[src/rtl/adc_sar_sequencer_if.sv]
// Handshake/data bundle between the SAR sequencer and its user / analog front end.
// master: drives start and compare, observes the conversion outputs.
// slave:  the sequencer itself.
interface adc_sar_sequencer_if #(
  parameter int WIDTH = 8
);
  logic             start;
  logic             compare;
  logic [WIDTH-1:0] dac_code;
  logic [WIDTH-1:0] result;
  logic             busy;
  logic             done;

  modport master (
    output start, compare,
    input  dac_code, result, busy, done
  );

  modport slave (
    input  start, compare,
    output dac_code, result, busy, done
  );
endinterface

[src/rtl/adc_sar_sequencer.sv]
// Successive-approximation sequencer for the PWM-DAC + comparator ADC.
// Tries one bit per step, MSB first. Each step waits SETTLE_CYCLES for
// the RC filter to settle, then spends one cycle sampling the comparator.
// Optional: define ADC_SAR_FREERUN_EN for continuous back-to-back
// conversions. In that build the start input is ignored.
module adc_sar_sequencer #(
  parameter int WIDTH         = 8,
  parameter int SETTLE_CYCLES = 2048
) (
  input  logic                CLOCK_50,
  input  logic                rst,
  adc_sar_sequencer_if.slave  bus
);

  localparam int CW = (SETTLE_CYCLES > 1) ? $clog2(SETTLE_CYCLES) : 1;
  localparam int IW = (WIDTH > 1) ? $clog2(WIDTH) : 1;

  localparam logic [CW-1:0]    CNT_LAST = CW'(SETTLE_CYCLES - 1);
  localparam logic [IW-1:0]    IDX_TOP  = IW'(WIDTH - 1);
  localparam logic [WIDTH-1:0] MSB      = WIDTH'(1) << (WIDTH - 1);

  typedef enum logic [1:0] {IDLE, SETTLE, DECIDE} state_t;

  state_t           state_q;
  logic [WIDTH-1:0] trial_q;
  logic [WIDTH-1:0] result_q;
  logic [CW-1:0]    cnt_q;
  logic [IW-1:0]    idx_q;
  logic             busy_q;
  logic             done_q;

  logic             go;
  logic [WIDTH-1:0] bit_cur_d;
  logic [WIDTH-1:0] decided_d;
  logic [WIDTH-1:0] trial_d;

`ifdef ADC_SAR_FREERUN_EN
  assign go = 1'b1;
`else
  assign go = bus.start;
`endif

  // Trial update for the bit under test: keep or clear it, then arm the next lower bit.
  always_comb begin
    bit_cur_d = WIDTH'(1) << idx_q;
    decided_d = bus.compare ? trial_q : (trial_q & ~bit_cur_d);
    trial_d   = decided_d | (bit_cur_d >> 1);
  end

  // Sequencer FSM; every output is a register.
  always_ff @(posedge CLOCK_50) begin
    if (rst) begin
      state_q  <= IDLE;
      trial_q  <= '0;
      result_q <= '0;
      cnt_q    <= '0;
      idx_q    <= '0;
      busy_q   <= 1'b0;
      done_q   <= 1'b0;
    end else begin
      done_q <= 1'b0;
      case (state_q)
        IDLE: begin
          if (go) begin
            trial_q <= MSB;
            idx_q   <= IDX_TOP;
            cnt_q   <= '0;
            busy_q  <= 1'b1;
            state_q <= SETTLE;
          end else begin
            trial_q <= result_q;
          end
        end
        SETTLE: begin
          if (cnt_q == CNT_LAST) state_q <= DECIDE;
          else                   cnt_q   <= cnt_q + CW'(1);
        end
        DECIDE: begin
          if (idx_q != '0) begin
            trial_q <= trial_d;
            idx_q   <= idx_q - IW'(1);
            cnt_q   <= '0;
            state_q <= SETTLE;
          end else begin
            result_q <= decided_d;
            done_q   <= 1'b1;
`ifdef ADC_SAR_FREERUN_EN
            // Restart straight away so done keeps a fixed cadence.
            trial_q  <= MSB;
            idx_q    <= IDX_TOP;
            cnt_q    <= '0;
            state_q  <= SETTLE;
`else
            trial_q  <= decided_d;
            busy_q   <= 1'b0;
            state_q  <= IDLE;
`endif
          end
        end
        default: state_q <= IDLE;
      endcase
    end
  end

  assign bus.dac_code = trial_q;
  assign bus.result   = result_q;
  assign bus.busy     = busy_q;
  assign bus.done     = done_q;

endmodule

[src/flat_wrapper.sv]
// flat-port wrapper written by rule: the top's interface ports become plain ports
module adc_sar_sequencer_flat 
#(
  parameter int WIDTH         = 8,
  parameter int SETTLE_CYCLES = 2048
)
  (CLOCK_50, rst, bus_start, bus_compare, bus_dac_code, bus_result, bus_busy, bus_done);
  adc_sar_sequencer_if #(.WIDTH(WIDTH)) bus_i ();
  input  logic CLOCK_50;
  input  logic rst;
  input wire logic [$bits(bus_i.start)-1:0] bus_start;
  input wire logic [$bits(bus_i.compare)-1:0] bus_compare;
  output wire logic [$bits(bus_i.dac_code)-1:0] bus_dac_code;
  output wire logic [$bits(bus_i.result)-1:0] bus_result;
  output wire logic [$bits(bus_i.busy)-1:0] bus_busy;
  output wire logic [$bits(bus_i.done)-1:0] bus_done;
  assign bus_i.start = bus_start;
  assign bus_i.compare = bus_compare;
  assign bus_dac_code = bus_i.dac_code;
  assign bus_result = bus_i.result;
  assign bus_busy = bus_i.busy;
  assign bus_done = bus_i.done;
  adc_sar_sequencer #(.WIDTH(WIDTH), .SETTLE_CYCLES(SETTLE_CYCLES)) u_core (.CLOCK_50(CLOCK_50), .rst(rst), .bus(bus_i));
endmodule
[config.mk]
export PLATFORM = sky130hd
export DESIGN_NAME = adc_sar_sequencer_flat
export DESIGN_NICKNAME = d
export VERILOG_FILES = /design/src/rtl/adc_sar_sequencer_if.sv /design/src/rtl/adc_sar_sequencer.sv /design/src/flat_wrapper.sv
export SDC_FILE = /design/constraint.sdc
export NUM_CORES = 1
export LEC_CHECK = 0
export ABC_AREA = 0
export BUFFER_PORTS_ARGS = -buffer_cell sky130_fd_sc_hd__buf_2
export CORE_ASPECT_RATIO = 1.5
export CORE_MARGIN = 2
export CORE_UTILIZATION = 30
export DETAILED_ROUTE_END_ITERATION = 8
export GPL_ROUTABILITY_DRIVEN = 0
export PLACE_DENSITY = 0.57
export SLEW_MARGIN = 20
export SYNTH_ARGS = -nofsm -noshare
export SYNTH_HDL_FRONTEND = slang
export SYNTH_SLANG_ARGS = --single-unit
[constraint.sdc]
create_clock -name CLOCK_50 -period 2.3 [get_ports CLOCK_50]
set_input_delay 0.46 -clock CLOCK_50 [delete_from_list [all_inputs] [get_ports CLOCK_50]]
set_output_delay 0.46 -clock CLOCK_50 [all_outputs]
set_load 0.005 [all_outputs]
==> run summary, run 1 <==
R2R Setup Slk: 0.49 ns
Seq/Total Area, Yosys: 0.396
ANT cells: 0
Routed WL per cell: 14.5 µm
Port Buf Inserts: 21
Synthesized net count: 205
Count of flip-flops with a built-in enable after synthesis: 0
Crit-path max cell delay: 0.39 ns
Routed vias/inst: 5.29
Least-Margin Pin Slew: 0.904 ns
Post-CTS Hold Buffers: 0
# clock sinks: 34
Hold_ws: 0.471 ns
Post-layout nets: 229
Worst Path Arrival: 1.99 ns
Cell chain of the critical path: inv_1 -> ha_1 -> nor2b_1 -> a21o_1 -> and2_2 -> a32o_1
Critical Path Start Type: flip-flop
Core Box Area: 5490 µm²
First-pass GRT wire length: 7.13 mm
Post-Route Utilization: 0.369
Final wirelength: 4.20 mm
CP top delay family: compound AO/OA/AOI/OAI gates
Critical-path top delay cell: dfxtp_1
Clk_lat worst skew: 0.28 ns
Clock Tree Root: clkbuf_8
Setup Skew: 0.00546 ns
Longest Clk Path Bufs: 2
Vias: 1534
Fin crit share: 0.788
Slew HR: 0.393
Total gr overflow: 0
WHS Endpoint: u_core.bus.result[5]
Vias in the first global route: 1525
Worst flop-to-flop path endpoint: u_core.cnt_q[10]
HPWL Detailed: 3.05 mm
WP depth: 6
Post-synth ARST share: 0
RSZ-0062 raised after global routing: false
Largest net degree at the start of global routing: 21
Post-route ant nets: 0
Crit Path Category: reg2reg
PwrDens: 640 nW/µm²
Die Area: 6360 µm²
Synth Area per Inst: 8.82 µm²
Static Leak: 0.000786 µW
WHS Path Cells: 2
Achievable Freq: 551 MHz
Starting DRT DRC Count: 71
Hold Fails Final Rpt: 0
Worst endpoint required time: 2.47 ns
Tmin final: 1.81 ns
Mapped Area: 1720 µm²
H-tree levels: 2
Ys Warns: 0
Status: complete, no violations
Most frequent cells in the layout: 34 x dfxtp_1, 21 x buf_2, 18 x a21oi_1, 15 x nor2_1, 15 x nand2_1
Initial antenna violation count: 0
Starting density of the core: 0.313
Main synth FF type: dfxtp_1
Post-Synthesis Cells: 195
Reg2reg path depth: 6
Synthesized flop and latch total: 34
Slew Limit Fails: 0
I/O pin total: 22
Fillers: 570
Crit. End Element: flip-flop
Worst hold start: u_core.bus.result[5]
Hold Crit Class: reg2reg
Crit-path max FO: 6
Die width: 65.8 µm
CTS tree: done
Setup Buffers After CTS: 0
Max_cap viols: 0
Cell variety after synth: 47
CTS buffer count: 5
DRT Pass-1 Iters: 4
Clock slew at reported path FFs: 0.07 ns
Residual DRC count: 0
Setup violators final: 0
Fraction of layout cells with a size suffix above 1: 0.205
Buf/Inv on CP: 1
Tot GR Track Use: 0.139
Setup TNS: 0 ns
Worst VDD drop: 0.257 mV
Most common library cell in the layout ignoring fill and taps: dfxtp_1
Die height: 96.7 µm
Rows: 33
Layout area overhead: 17.8%
CTS resizes: 0
RR Startpoint: u_core.idx_q[0]
report_power, final:
group	internal, µW	switching (µW)
logic	53.2	84.9
clock network	319	225
registers	600	13.8
state kept, by name, indices dropped and copies added (netlist names):
register / flops
u_core.bus.dac_code: 8
u_core.bus.result: 8
u_core.bus.busy: 1
u_core.bus.done: 1
u_core.state_q: 2
u_core.idx_q: 3
u_core.cnt_q: 11
cells in the mapped netlist (2+ instances only):
library cell,number,area (µm²)
a21boi_0,7,52.6
a21oi_1,18,90.1
a22oi_1,7,52.6
a311oi_1,6,52.6
a41oi_1,2,17.5
and2_1,6,37.5
buf_2,2,10.0
clkbuf_1,7,26.3
dfxtp_1,34,681
ha_1,6,75.1
inv_1,6,22.5
mux2i_1,3,30.0
nand2_1,15,56.3
nand3_1,10,50.1
nand4_1,2,12.5
nor2_1,15,56.3
nor2b_1,4,25.0
nor3_1,3,15.0
o21ai_0,12,60.1
o21bai_1,2,15.0
or4_1,2,15.0
routing by layer:
metal  global-route usage  wire length [µm]  up-vias
met3               0.0326               135        9
met5                    0                 0        -
met4               0.0497                92        0
met2                0.248              2250       27
met1                0.157              1720      725
li1                     -                 -      773
area by class of cell:
cell class	instances	area, µm²	area share
repair buffers	27	150	0.0742
flip-flops and latches	34	681	0.336
inverters	6	22.5	0.0111
well taps	70	87.6	0.0433
multi-input cells	145	975	0.481
clock buffers	5	68.8	0.0340
clock inverters	3	40.0	0.0198
through the flow:
stage | power (µW) | cells | cell area, µm² | worst slack, ns
after floorplan | 719 | 195 | 1720 | 0.703
after global placement | 766 | 282 | 1920 | 0.534
after detailed placement | 765 | 282 | 1920 | 0.501
after CTS | 1310 | 290 | 2020 | 0.473
after global routing | 1360 | 290 | 2020 | 0.270
final | 1300 | 290 | 2020 | 0.487
worst min-delay path, cell delays in order (launching register included):
cell	delay, ns
dfxtp_1	0.32
nand2_1	0.05
a21oi_1	0.05
cell families after synthesis:
| group | after synthesis | share of synthesized area |
|---|---|---|
| AOI/OAI and AO/OA | 69 | 0.291 |
| xor gates and xnor gates | 1 | 0.00510 |
| adders and majority gates | 6 | 0.0437 |
| buffers and inverters | 16 | 0.0371 |
| DFF | 34 | 0.396 |
| muxes | 4 | 0.0240 |
| and+or+nand+nor | 65 | 0.203 |
how the worst max path moves through the flow:
stage	startpoint	to	slack (ns)
global placement	u_core.cnt_q[0]	u_core.cnt_q[2]	0.53
global route	u_core.idx_q[0]	u_core.idx_q[0]	0.27
floorplan	u_core.idx_q[0]	u_core.cnt_q[10]	0.70
detailed placement	u_core.idx_q[0]	u_core.cnt_q[10]	0.50
CTS	u_core.idx_q[0]	u_core.cnt_q[10]	0.47
finish	u_core.idx_q[0]	u_core.cnt_q[10]	0.49
No activity file was read; power rests on OpenSTA's default activity.
==> run 2: changes to the inputs <==
--- a/config.mk
+++ b/config.mk
@@ -12,7 +12,7 @@
 export CORE_UTILIZATION = 30
 export DETAILED_ROUTE_END_ITERATION = 8
 export GPL_ROUTABILITY_DRIVEN = 0
-export PLACE_DENSITY = 0.57
+export PLACE_DENSITY = 0.59
 export SLEW_MARGIN = 20
 export SYNTH_ARGS = -nofsm -noshare
 export SYNTH_HDL_FRONTEND = slang
==> constraint.sdc (replaced) <==
create_clock -name CLOCK_50 -period 1.6 [get_ports CLOCK_50]
set_input_delay 0.32 -clock CLOCK_50 [delete_from_list [all_inputs] [get_ports CLOCK_50]]
set_output_delay 0.32 -clock CLOCK_50 [all_outputs]
set_load 0.005 [all_outputs]
==> run 2 against run 1 <==
  * Via count rose by 5.3%
  * Clock-buffer cell count did not move
  * Clock power rose by 78%
  * Critical path depth did not move
  * Register-to-register slack got worse by 0.40 ns
  * Clock skew rose by 0.0082 ns
  * Critical path type unchanged
  * Critical endpoint is now u_core.bus.dac_code[0]
  * Highest routed layer unchanged
==> run summary, run 2 (synthesis gave the netlist of run 1 again) <==
Fraction of layout cells with a size suffix above 1: 0.343
ANT cells: 0
Max reg flops: 11
Fillers: 540
Least-Margin Pin Slew: 0.542 ns
Port Buf Inserts: 21
Crit Path Category: reg2reg
Post-route ant nets: 0
Core Box Area: 5490 µm²
DRT Pass-1 Iters: 4
Hold Fails Final Rpt: 0
Clock slew at reported path FFs: 0.08 ns
Reg2reg path depth: 6
Final instance area: 2310 µm²
Hold Crit Class: in2reg
Residual DRC count: 0
WHS Path Cells: 3
Final Non-Filler Cells: 312
PwrDens: 914 nW/µm²
Most frequent cells in the layout: 29 x dfxtp_1, 27 x buf_4, 21 x buf_2, 18 x a21oi_1
Multi-input gate area: 1050 µm²
Sequential cell area: 687 µm²
I/O pin total: 22
Setup violators final: 0
Starting density of the core: 0.313
Routed WL per cell: 14.4 µm
Max_cap viols: 0
Die height: 96.7 µm
Slew HR: 0.637
Cell chain of the critical path: inv_2 -> ha_4 -> or3b_1 -> a22o_1 -> a222oi_1 -> nor2_1
Rows: 33
Achievable Freq: 661 MHz
Clk_lat worst skew: 0.29 ns
Longest Clk Path Bufs: 2
Most common library cell in the layout ignoring fill and taps: dfxtp_1
Post-layout nets: 251
Worst Path Arrival: 1.69 ns
CTS buffer count: 5
Setup Skew: 0.0137 ns
Post-Route Utilization: 0.421
Largest net degree at the start of global routing: 32
Vias in the first global route: 1645
# clock sinks: 34
HPWL Detailed: 3.24 mm
Fin crit share: 0.946
Starting DRT DRC Count: 102
Crit-path max FO: 3
Placed cell count: 304
Place WS: -0.0311 ns
Biggest register: u_core.cnt_q
H-tree levels: 2
Status: complete, no violations
Final worst setup slack: 0.0867 ns
Clock Tree Root: clkbuf_8
Total gr overflow: 0
CTS tree: done
Final wirelength: 4.49 mm
Layout area overhead: 34.5%
Worst VDD drop: 0.375 mV
Static Leak: 0.000922 µW
Tot GR Track Use: 0.151
Post-Place Cell Area: 2090 µm²
Die Area: 6360 µm²
Total power: 2110 µW
First-pass GRT wire length: 7.57 mm
Post-CTS Hold Buffers: 0
Worst endpoint required time: 1.78 ns
Tmin final: 1.51 ns
Crit-path max cell delay: 0.34 ns
Vias: 1616
Critical Path Start Type: flip-flop
Slew Limit Fails: 0
Initial antenna violation count: 0
Crit. End Element: flip-flop
Die width: 65.8 µm
RSZ-0062 raised after global routing: true
Routed vias/inst: 5.18
Critical-path top delay cell: or3b_1
==> run 2: worst paths after layout <==
check                  startpoint                     end  slack, ns
max               u_core.idx_q[1]  u_core.bus.dac_code[0]       0.09
max reg2reg       u_core.idx_q[1]  u_core.bus.dac_code[0]       0.09
min                   bus_compare    u_core.bus.result[0]       0.35
min reg2reg  u_core.bus.result[4]    u_core.bus.result[4]       0.47
==> run 2: metal layers <==
| metal | vias to the layer above | part of all wire | GRT usage |
|---|---|---|---|
| li1 | 814 | - | - |
| met1 | 767 | 0.41 | 0.157 |
| met2 | 28 | 0.54 | 0.279 |
| met3 | 7 | 0.035 | 0.0360 |
| met4 | 0 | 0.019 | 0.0593 |
| met5 | - | 0 | 0 |
==> run 2: layout make-up <==
cell class / instances / area share
clock buffers: 5 / 0.0298
clock inverters: 3 / 0.0298
inverters: 6 / 0.00974
multi-input cells: 145 / 0.454
flip-flops and latches: 34 / 0.297
well taps: 70 / 0.0379
repair buffers: 49 / 0.142
==> run 2: worst max-delay path, delay by kind of cell, from the launching register on <==
family / cells / cell delay [ns]
buf+inv: 1 / 0.07
compound gates: 2 / 0.46
fa+ha+maj: 1 / 0.14
flops: 1 / 0.32
simple gates: 2 / 0.42
==> run 2: what timing repair did <==
action / 4_1_cts / 5_1_grt
hold endpoints to repair: 0 / 0
setup buffers: 0 / 0
gates resized for setup: 2 / 18
pin swaps: 0 / 7
setup endpoints to repair: 6 / 14
==> run 2: metrics by stage <==
step / setup TNS, ns / hold slack [ns]
after floorplan: 0 / 0.460
after global placement: 0 / 0.457
after detailed placement: -0.0965 / 0.461
after CTS: 0 / 0.342
after global routing: -0.0449 / 0.352
final: 0 / 0.348
==> run 2: report_power, final <==
part           total, µW  switching (µW)  leakage, µW  internal [µW]
registers            881            18.4     0.000278            863
logic                260             144     0.000576            116
clock network        971             347    0.0000683            625
